File: src/rtl/mem_responder_pkg.sv
// Shared definitions for the memory responder: state encoding, I/O map, STATUS bits.
package mem_responder_pkg;

  typedef enum logic {
    ST_CLEAR = 1'b0,
    ST_READY = 1'b1
  } state_t;

  // I/O register offsets relative to the base of the I/O window
  localparam int IO_TXDATA = 0;
  localparam int IO_STATUS = 1;
  localparam int IO_RXDATA = 2;
  localparam int IO_SNAP0  = 4;   // offsets 4..7, MSB first

  // STATUS bit positions
  localparam int STAT_TX_FULL  = 0;
  localparam int STAT_TX_EMPTY = 1;
  localparam int STAT_RX_HELD  = 2;
  localparam int STAT_OVERFLOW = 3;

  localparam int TX_DEPTH = 4;

  // Big-endian byte pick: lane 0 is the most significant byte of the word.
  function automatic logic [7:0] be_byte(input logic [31:0] w, input logic [1:0] lane);
    case (lane)
      2'd0:    return w[31:24];
      2'd1:    return w[23:16];
      2'd2:    return w[15:8];
      default: return w[7:0];
    endcase
  endfunction

endpackage

File: src/rtl/mem_responder_if.sv
// CPU byte bus plus transmit/receive byte streams of the memory responder.
interface mem_responder_if #(parameter int addr_width = 9);
  import mem_responder_pkg::*;

  logic [addr_width-1:0] mem_raddr;
  logic [addr_width-1:0] mem_waddr;
  logic                  mem_write;
  logic [7:0]            mem_data_in;
  logic [7:0]            mem_data_out;
  logic                  mem_ready;
  logic [7:0]            tx_data;
  logic                  tx_valid;
  logic                  tx_ready;
  logic [7:0]            rx_data;
  logic                  rx_valid;

  // Environment side: CPU, transmit consumer and receive producer
  modport master (
    output mem_raddr, mem_waddr, mem_write, mem_data_in, tx_ready, rx_data, rx_valid,
    input  mem_data_out, mem_ready, tx_data, tx_valid
  );

  // Responder side
  modport slave (
    input  mem_raddr, mem_waddr, mem_write, mem_data_in, tx_ready, rx_data, rx_valid,
    output mem_data_out, mem_ready, tx_data, tx_valid
  );

endinterface

File: src/rtl/mem_responder_ram32_be.sv
// 32-bit word RAM, per-byte write enables, registered read (old data on same-address write).
module ram32_be #(
  parameter int AW = 7
) (
  input  logic          clk,
  input  logic [3:0]    we,
  input  logic [AW-1:0] waddr,
  input  logic [31:0]   wdata,
  input  logic [AW-1:0] raddr,
  output logic [31:0]   rdata
);

  logic [31:0] mem [1 << AW];

  // Byte-lane writes and synchronous read share one edge, so reads see pre-write contents
  always_ff @(posedge clk) begin
    for (int i = 0; i < 4; i++)
      if (we[i]) mem[waddr][8*i +: 8] <= wdata[8*i +: 8];
    rdata <= mem[raddr];
  end

endmodule

File: src/rtl/mem_responder.sv
// Memory responder: byte-addressed RAM with an I/O window (TX FIFO, RX holding
// register, cycle-counter snapshot) at the top of the address space. After reset
// the RAM is zeroed one word per cycle before accesses are accepted.
module mem_responder
  import mem_responder_pkg::*;
#(
  parameter int addr_width = 9,
  parameter int io_bytes   = 8
) (
  input logic            clk,
  input logic            reset,
  mem_responder_if.slave bus
);

  localparam int WA        = addr_width - 2;
  localparam int WORDS     = 1 << WA;
  localparam int IO_BASE_I = (1 << addr_width) - io_bytes;
  localparam logic [addr_width-1:0] IO_BASE  = IO_BASE_I[addr_width-1:0];
  localparam logic [addr_width-1:0] OFF_TX   = addr_width'(IO_TXDATA);
  localparam logic [addr_width-1:0] OFF_STAT = addr_width'(IO_STATUS);
  localparam logic [addr_width-1:0] OFF_RX   = addr_width'(IO_RXDATA);
  localparam logic [addr_width-1:0] OFF_SN0  = addr_width'(IO_SNAP0);
  localparam logic [addr_width-1:0] OFF_SNE  = addr_width'(IO_SNAP0 + 4);
  localparam logic [WA-1:0]         LAST_WORD = WA'(WORDS - 1);

  // ---------------- clear FSM ----------------
  state_t        state, state_nx;
  logic [WA-1:0] clr_idx, clr_idx_nx;
  logic          clr_we;

  // State and clear index registers
  always_ff @(posedge clk) begin
    if (reset) begin
      state   <= ST_CLEAR;
      clr_idx <= '0;
    end else begin
      state   <= state_nx;
      clr_idx <= clr_idx_nx;
    end
  end

  // Walk the clear index across every word, then open for business
  always_comb begin
    state_nx   = state;
    clr_idx_nx = clr_idx;
    clr_we     = 1'b0;
    case (state)
      ST_CLEAR: begin
        clr_we = 1'b1;
        if (clr_idx == LAST_WORD) state_nx = ST_READY;
        else                      clr_idx_nx = clr_idx + 1'b1;
      end
      default: ;
    endcase
  end

  // ---------------- address decode ----------------
  logic                  ready, r_io, w_io;
  logic [addr_width-1:0] r_off, w_off;
  logic                  wr_en, ram_wr, io_wr;
  logic                  tx_push, ovf_clr, rx_rel, snap_wr;

  assign ready   = (state == ST_READY);
  assign r_io    = (bus.mem_raddr >= IO_BASE);
  assign w_io    = (bus.mem_waddr >= IO_BASE);
  assign r_off   = bus.mem_raddr - IO_BASE;
  assign w_off   = bus.mem_waddr - IO_BASE;
  assign wr_en   = bus.mem_write && ready;
  assign ram_wr  = wr_en && !w_io;
  assign io_wr   = wr_en && w_io;
  assign tx_push = io_wr && (w_off == OFF_TX);
  assign ovf_clr = io_wr && (w_off == OFF_STAT) && bus.mem_data_in[STAT_OVERFLOW];
  assign rx_rel  = io_wr && (w_off == OFF_RX);
  assign snap_wr = io_wr && (w_off == OFF_SN0);

  // ---------------- transmit FIFO ----------------
  logic [7:0] tx_mem [TX_DEPTH];
  logic [1:0] tx_rd, tx_wr;
  logic [2:0] tx_cnt;
  logic       tx_full, tx_empty, tx_pop, tx_acc, tx_drop, ovf;

  assign tx_full  = (tx_cnt == 3'(TX_DEPTH));
  assign tx_empty = (tx_cnt == 3'd0);
  assign tx_pop   = !tx_empty && bus.tx_ready;
  // A pop frees the head slot this same edge, so a push into a full FIFO still fits
  assign tx_acc   = tx_push && (!tx_full || tx_pop);
  assign tx_drop  = tx_push && tx_full && !tx_pop;

  // FIFO pointers, occupancy and sticky overflow (clear beats a simultaneous drop)
  always_ff @(posedge clk) begin
    if (reset) begin
      tx_rd  <= '0;
      tx_wr  <= '0;
      tx_cnt <= '0;
      ovf    <= 1'b0;
    end else begin
      if (tx_acc) tx_wr <= tx_wr + 2'd1;
      if (tx_pop) tx_rd <= tx_rd + 2'd1;
      tx_cnt <= tx_cnt + 3'(tx_acc) - 3'(tx_pop);
      if (ovf_clr)      ovf <= 1'b0;
      else if (tx_drop) ovf <= 1'b1;
    end
  end

  // FIFO storage; contents are masked by occupancy so no reset is needed
  always_ff @(posedge clk) begin
    if (tx_acc) tx_mem[tx_wr] <= bus.mem_data_in;
  end

  assign bus.tx_valid = !tx_empty;
  assign bus.tx_data  = tx_empty ? 8'h00 : tx_mem[tx_rd];

  // ---------------- receive holding register ----------------
  logic       rx_held;
  logic [7:0] rx_byte;

  // Capture when empty or being released this cycle; release alone empties it
  always_ff @(posedge clk) begin
    if (reset) begin
      rx_held <= 1'b0;
      rx_byte <= '0;
    end else if (bus.rx_valid && (!rx_held || rx_rel)) begin
      rx_held <= 1'b1;
      rx_byte <= bus.rx_data;
    end else if (rx_rel) begin
      rx_held <= 1'b0;
    end
  end

  // ---------------- cycle counter / snapshot ----------------
  logic [31:0] cyc_cnt, snap;

  // Free-running counter (wraps naturally) and snapshot copy on demand
  always_ff @(posedge clk) begin
    if (reset) begin
      cyc_cnt <= '0;
      snap    <= '0;
    end else begin
      cyc_cnt <= cyc_cnt + 32'd1;
      if (snap_wr) snap <= cyc_cnt;
    end
  end

  // ---------------- I/O read mux ----------------
  logic [7:0] status, io_rdata;

  // Read value of the addressed I/O register from current (pre-write) state
  always_comb begin
    status                = '0;
    status[STAT_TX_FULL]  = tx_full;
    status[STAT_TX_EMPTY] = tx_empty;
    status[STAT_RX_HELD]  = rx_held;
    status[STAT_OVERFLOW] = ovf;
    io_rdata              = '0;
    if (r_off == OFF_STAT)                         io_rdata = status;
    else if (r_off == OFF_RX)                      io_rdata = rx_held ? rx_byte : 8'h00;
    else if ((r_off >= OFF_SN0) && (r_off < OFF_SNE)) io_rdata = be_byte(snap, r_off[1:0]);
  end

  // ---------------- RAM write pipeline and port mux ----------------
  logic          wq_vld;
  logic [WA-1:0] wq_word;
  logic [1:0]    wq_lane;
  logic [7:0]    wq_data;
  logic [3:0]    ram_we;
  logic [WA-1:0] ram_waddr;
  logic [31:0]   ram_wdata, ram_rdata;

  // Register the CPU write so it hits the array on the same edge the read does
  always_ff @(posedge clk) begin
    if (reset) begin
      wq_vld  <= 1'b0;
      wq_word <= '0;
      wq_lane <= '0;
      wq_data <= '0;
    end else begin
      wq_vld  <= ram_wr;
      wq_word <= bus.mem_waddr[addr_width-1:2];
      wq_lane <= bus.mem_waddr[1:0];
      wq_data <= bus.mem_data_in;
    end
  end

  // Clearing owns the write port; otherwise one big-endian byte lane of the pending write
  always_comb begin
    ram_we    = '0;
    ram_waddr = wq_word;
    ram_wdata = {4{wq_data}};
    if (clr_we) begin
      ram_we    = 4'hF;
      ram_waddr = clr_idx;
      ram_wdata = '0;
    end else if (wq_vld) begin
      ram_we = 4'b1000 >> wq_lane;
    end
  end

  // ---------------- read pipeline ----------------
  logic [WA-1:0] rq_word;
  logic [1:0]    rq_lane, r2_lane;
  logic          rq_io, r2_io, rq_ok, r2_ok;
  logic [7:0]    rq_io_data, r2_io_data, dout_q;

  ram32_be #(.AW(WA)) u_ram (
    .clk   (clk),
    .we    (ram_we),
    .waddr (ram_waddr),
    .wdata (ram_wdata),
    .raddr (rq_word),
    .rdata (ram_rdata)
  );

  // Stage 1 samples the address, stage 2 waits on the RAM, stage 3 drives the output
  always_ff @(posedge clk) begin
    if (reset) begin
      rq_word    <= '0;
      rq_lane    <= '0;
      rq_io      <= 1'b0;
      rq_io_data <= '0;
      rq_ok      <= 1'b0;
      r2_lane    <= '0;
      r2_io      <= 1'b0;
      r2_io_data <= '0;
      r2_ok      <= 1'b0;
      dout_q     <= '0;
    end else begin
      rq_word    <= bus.mem_raddr[addr_width-1:2];
      rq_lane    <= bus.mem_raddr[1:0];
      rq_io      <= r_io;
      rq_io_data <= io_rdata;
      rq_ok      <= ready;
      r2_lane    <= rq_lane;
      r2_io      <= rq_io;
      r2_io_data <= rq_io_data;
      r2_ok      <= rq_ok;
      if (!r2_ok)     dout_q <= '0;
      else if (r2_io) dout_q <= r2_io_data;
      else            dout_q <= be_byte(ram_rdata, r2_lane);
    end
  end

  assign bus.mem_data_out = dout_q;
  assign bus.mem_ready    = ready;

endmodule
File: src/flat_wrapper.sv
// flat-port wrapper written by rule: the top's interface ports become plain ports
module mem_responder_flat import mem_responder_pkg::*;
#(
  parameter int addr_width = 9,
  parameter int io_bytes   = 8
)
  (clk, reset, bus_mem_raddr, bus_mem_waddr, bus_mem_write, bus_mem_data_in, bus_tx_ready, bus_rx_data, bus_rx_valid, bus_mem_data_out, bus_mem_ready, bus_tx_data, bus_tx_valid);
  mem_responder_if #(.addr_width(addr_width)) bus_i ();
  input logic clk;
  input logic reset;
  input wire logic [$bits(bus_i.mem_raddr)-1:0] bus_mem_raddr;
  input wire logic [$bits(bus_i.mem_waddr)-1:0] bus_mem_waddr;
  input wire logic [$bits(bus_i.mem_write)-1:0] bus_mem_write;
  input wire logic [$bits(bus_i.mem_data_in)-1:0] bus_mem_data_in;
  input wire logic [$bits(bus_i.tx_ready)-1:0] bus_tx_ready;
  input wire logic [$bits(bus_i.rx_data)-1:0] bus_rx_data;
  input wire logic [$bits(bus_i.rx_valid)-1:0] bus_rx_valid;
  output wire logic [$bits(bus_i.mem_data_out)-1:0] bus_mem_data_out;
  output wire logic [$bits(bus_i.mem_ready)-1:0] bus_mem_ready;
  output wire logic [$bits(bus_i.tx_data)-1:0] bus_tx_data;
  output wire logic [$bits(bus_i.tx_valid)-1:0] bus_tx_valid;
  assign bus_i.mem_raddr = bus_mem_raddr;
  assign bus_i.mem_waddr = bus_mem_waddr;
  assign bus_i.mem_write = bus_mem_write;
  assign bus_i.mem_data_in = bus_mem_data_in;
  assign bus_i.tx_ready = bus_tx_ready;
  assign bus_i.rx_data = bus_rx_data;
  assign bus_i.rx_valid = bus_rx_valid;
  assign bus_mem_data_out = bus_i.mem_data_out;
  assign bus_mem_ready = bus_i.mem_ready;
  assign bus_tx_data = bus_i.tx_data;
  assign bus_tx_valid = bus_i.tx_valid;
  mem_responder #(.addr_width(addr_width), .io_bytes(io_bytes)) u_core (.clk(clk), .reset(reset), .bus(bus_i));
endmodule
File: config.mk
export PLATFORM = sky130hd
export DESIGN_NAME = mem_responder_flat
export DESIGN_NICKNAME = d
export VERILOG_FILES = /design/src/rtl/mem_responder_pkg.sv /design/src/rtl/mem_responder_if.sv /design/src/rtl/mem_responder_ram32_be.sv /design/src/rtl/mem_responder.sv /design/src/flat_wrapper.sv
export SDC_FILE = /design/constraint.sdc
export NUM_CORES = 2
export LEC_CHECK = 0
export CAP_MARGIN = 20
export CORE_MARGIN = 10
export CORE_UTILIZATION = 60
export CTS_BUF_LIST = sky130_fd_sc_hd__clkbuf_4 sky130_fd_sc_hd__clkbuf_8
export DETAILED_ROUTE_END_ITERATION = 8
export PLACE_DENSITY = 0.84
export REMOVE_ABC_BUFFERS = 1
export SETUP_SLACK_MARGIN = 0.15
export SLEW_MARGIN = 5
export SYNTH_ARGS = -nofsm -noshare
export SYNTH_HDL_FRONTEND = slang
export SYNTH_HIERARCHICAL = 1
export SYNTH_MEMORY_MAX_BITS = 65536
export SYNTH_SLANG_ARGS = --single-unit
File: constraint.sdc
create_clock -name clk -period 15.4 [get_ports clk]
set_input_delay 1.54 -clock clk [delete_from_list [all_inputs] [get_ports clk]]
set_output_delay 1.54 -clock clk [all_outputs]
set_load 0.02 [all_outputs]
==> reports/qor.yml <==
die:
  start_util_pct: 60.4
  die_w_um: 548
  rows: 193
  die_h_um: 548
  coreArea_sq_um: 277000
  die_area_sq_um: 300000
  ios: 57
synthesis:
  synth_edf_count: 4128
  synthTopCellsByArea: "edfxtp_1 (74%), mux4_2 (18%), dfxtp_1 (2.2%)"
  synth_seq_area_share_pct: 76.4
  synth.top_cell.area_share_pct: 74.2
  async_flop_share_pct: 0
  yosysWarnings: 6
  synth_flop_cell: "edfxtp_1"
  yosysUniqueCellTypes: 56
  syn-instance-count: 7248
  yosysTopAreaCell: "edfxtp_1"
  ys_seq_elements: 4308
  syn_avg_cell_area_sq_um: 23.0
  syn-cell-area_sq_um: 167000
placement:
  dp_hpwl_mm: 252
  dp_slack_ns: 9.12
  dp_cells: 10700
  gp_congestion: 0.877
  io_buffers: 56
detailed_routing:
  wire_per_inst_um: 39.2
  antenna_left: 0
  wl_mm: 469
  first_pass_iters: 9
  vias_per_cell: 7.22
  dr_total_vias: 86500
  first_iter_violations: 15500
  drcViolationCount: 127
power_and_ir_drop:
  pwr-share-comb_pct: 4.1
  p_leak_nw: 51.7
  sequentialPowerShare_pct: 55.5
  max-vdd-ir-drop_uv: 69.3
  clkPwrFrac_pct: 40.4
  net-switching-power_mw: 5.15
  switching_share_pct: 22.4
  power_density_nw_per_um2: 124
  intPower_mw: 17.9
global_routing:
  antenna_found_initial: 57
  grt_pass1_wl_mm: 626
  overflow: 0
  grt_usage_pct: 29.0
  grt_pass1_vias: 84500
  grt_max_degree: 254
sta:
  fin_worst_skew_ns: 0.0876
  timing.hold.ws_ns: 0.452
  rsz0062_at_grt: "no"
  tightest_slew_ns: 1.59
  timing.slew.headroom_pct: -6.30
  drv_slew: 10
  period_needed_ns: 6.26
  max_freq_ghz: 0.160
  worst_slack_ns: 9.14
  period_share_pct: 40.6
  setup_viol: 0
  hold_viol_final: 0
clock_network:
  cts_root_buf: "clkbuf_8"
  cts_tree: "yes"
  cts_hold_buf: 0
  clock_path_buffers: 4
  htreeDepth: 6
  cts_resized: 0
  cts_inserted_buffers: 636
  clkSinkCount: 4308
  clkTransAtPathRegs_ns: 0.06
  clkLatencyLatePin_ns: 1.15
  post-cts-setup-buffer-count: 0
setup_path:
  startpoint_type: "register"
  worst-endpoint-required_ns: 16.39
  worstSetupPathType: "reg2reg"
  endpoint_kind: "register"
  critPathArrivalTime_ns: 7.25
  critPathMaxFanout: 96
layout:
  fin_cells: 12000
  nets: 7742
  area_delta_synth_final_pct: 10.7
  mostFrequentLayoutCells: "edfxtp_1 (4128), mux4_2 (1368), clkbuf_8 (667)"
  final_layout_size_suffix_gt1_share_pct: 32.0
  final_common_cell: "edfxtp_1"
  final_util_pct: 66.8
run_status:
  failed_checks: "design-rule violations, max-capacitance violations, max-slew violations"
  outcome: "finished with violations"
flow_run:
  maxCapViolations: 4
hold_path:
  hp-class: "reg2reg"
## power by group through the flow
stage               Clock, mW  Combinational (mW)  Sequential (mW)
global route             9.79               0.951             12.8
CTS                      9.19               0.906             12.8
floorplan                   0                1.28             13.1
finish                   9.31               0.933             12.8
detailed placement          0               0.894             13.0
global placement            0               0.874             13.0
## stage by stage
| stage | setup TNS, ns | area, sq um | total power [mW] |
|---|---|---|---|
| final | 0 | 185000 | 23.0 |
| after CTS | 0 | 184000 | 22.9 |
| after detailed placement | 0 | 172000 | 13.9 |
| after global routing | 0 | 185000 | 23.5 |
| after floorplan | -915.25 | 165000 | 14.4 |
| after global placement | 0 | 172000 | 13.9 |
## state kept, by name, summed over array words and instances, names as in the netlist, 2 cells and up, named ones only
name	count
u_core/u_ram/rdata	32
u_core/rq_lane	2
u_core/tx_cnt	3
u_core/rq_io_data	8
u_core/wq_word	7
u_core/tx_wr	2
u_core/tx_rd	2
u_core/snap	32
u_core/r2_lane	2
u_core/tx_mem	32
u_core/clr_idx	7
u_core/wq_data	8
u_core/u_ram/mem	4096
u_core/wq_lane	2
u_core/r2_io_data	8
u_core/rq_word	7
u_core/bus.mem_data_out	8
u_core/cyc_cnt	32
u_core/rx_byte	8
## Yosys cell counts, types with 4 or more instances
| master | number |
|---|---|
| ha_1 | 10 |
| xnor2_1 | 12 |
| buf_4 | 9 |
| and4_1 | 8 |
| nand3_1 | 35 |
| buf_1 | 55 |
| a21oi_1 | 41 |
| nand2_1 | 99 |
| nor2b_1 | 47 |
| clkbuf_1 | 261 |
| o211ai_1 | 4 |
| xor2_1 | 26 |
| mux2i_1 | 18 |
| buf_2 | 86 |
| nor3_1 | 6 |
| and3_1 | 30 |
| nor2_1 | 195 |
| mux2_2 | 39 |
| mux4_2 | 1368 |
| o21ai_0 | 7 |
| edfxtp_1 | 4128 |
| inv_1 | 11 |
| and2_1 | 514 |
| nand4_1 | 12 |
| dfxtp_1 | 180 |
## cells by family after synthesis
group	Yosys count	share of synthesized area, %
mux	1425	18.8
xor+xnor	38	0.199
fa+ha+maj	11	0.0869
simple gates	977	3.25
flops	4308	76.4
compound gates	65	0.232
buf+inv	424	1.05
## path summary, 6_finish.rpt
| check | from | endpoint | slack [ns] | cells past startpoint |
|---|---|---|---|---|
| hold / removal | u_core/rq_io_data[0] | u_core/r2_io_data[0] | 0.45 | 1 |
| setup / recovery | u_core/rq_word[0] | u_core/u_ram/rdata[3] | 9.14 | 8 |
| setup reg to reg | u_core/rq_word[0] | u_core/u_ram/rdata[3] | 9.14 | 8 |
| hold reg to reg | u_core/rq_io_data[0] | u_core/r2_io_data[0] | 0.45 | 1 |
## final cells by class
| cell class | count | area [sq um] |
|---|---|---|
| inverters | 11 | 41.3 |
| clock buffers | 908 | 11000 |
| diodes | 85 | 213 |
| repair buffers | 219 | 2240 |
| multi-input cells | 2516 | 37800 |
| clock inverters | 225 | 1370 |
| flip-flops and latches | 4308 | 128000 |
| well taps | 3705 | 4640 |
| fillers | 15100 | 91800 |
## critical path, stage by stage, from the launching register on
cell and delay (ns):
dfxtp_4 0.64, buf_12 0.61, buf_4 0.89, buf_4 0.86, buf_4 0.83, mux4_2 0.65, mux4_2 0.56, mux4_2 0.56
mux2_2 0.30
## metal layers
metal  part of all wire, %  global-route usage, %  vias up
met5                 0.069                      0        -
met4                   7.6                   16.3       42
met3                    15                   10.1     1911
met2                    47                   43.9     9010
met1                    30                   37.0    44000
li1                      -                      -    31500
(Power assumes the default switching activity.)
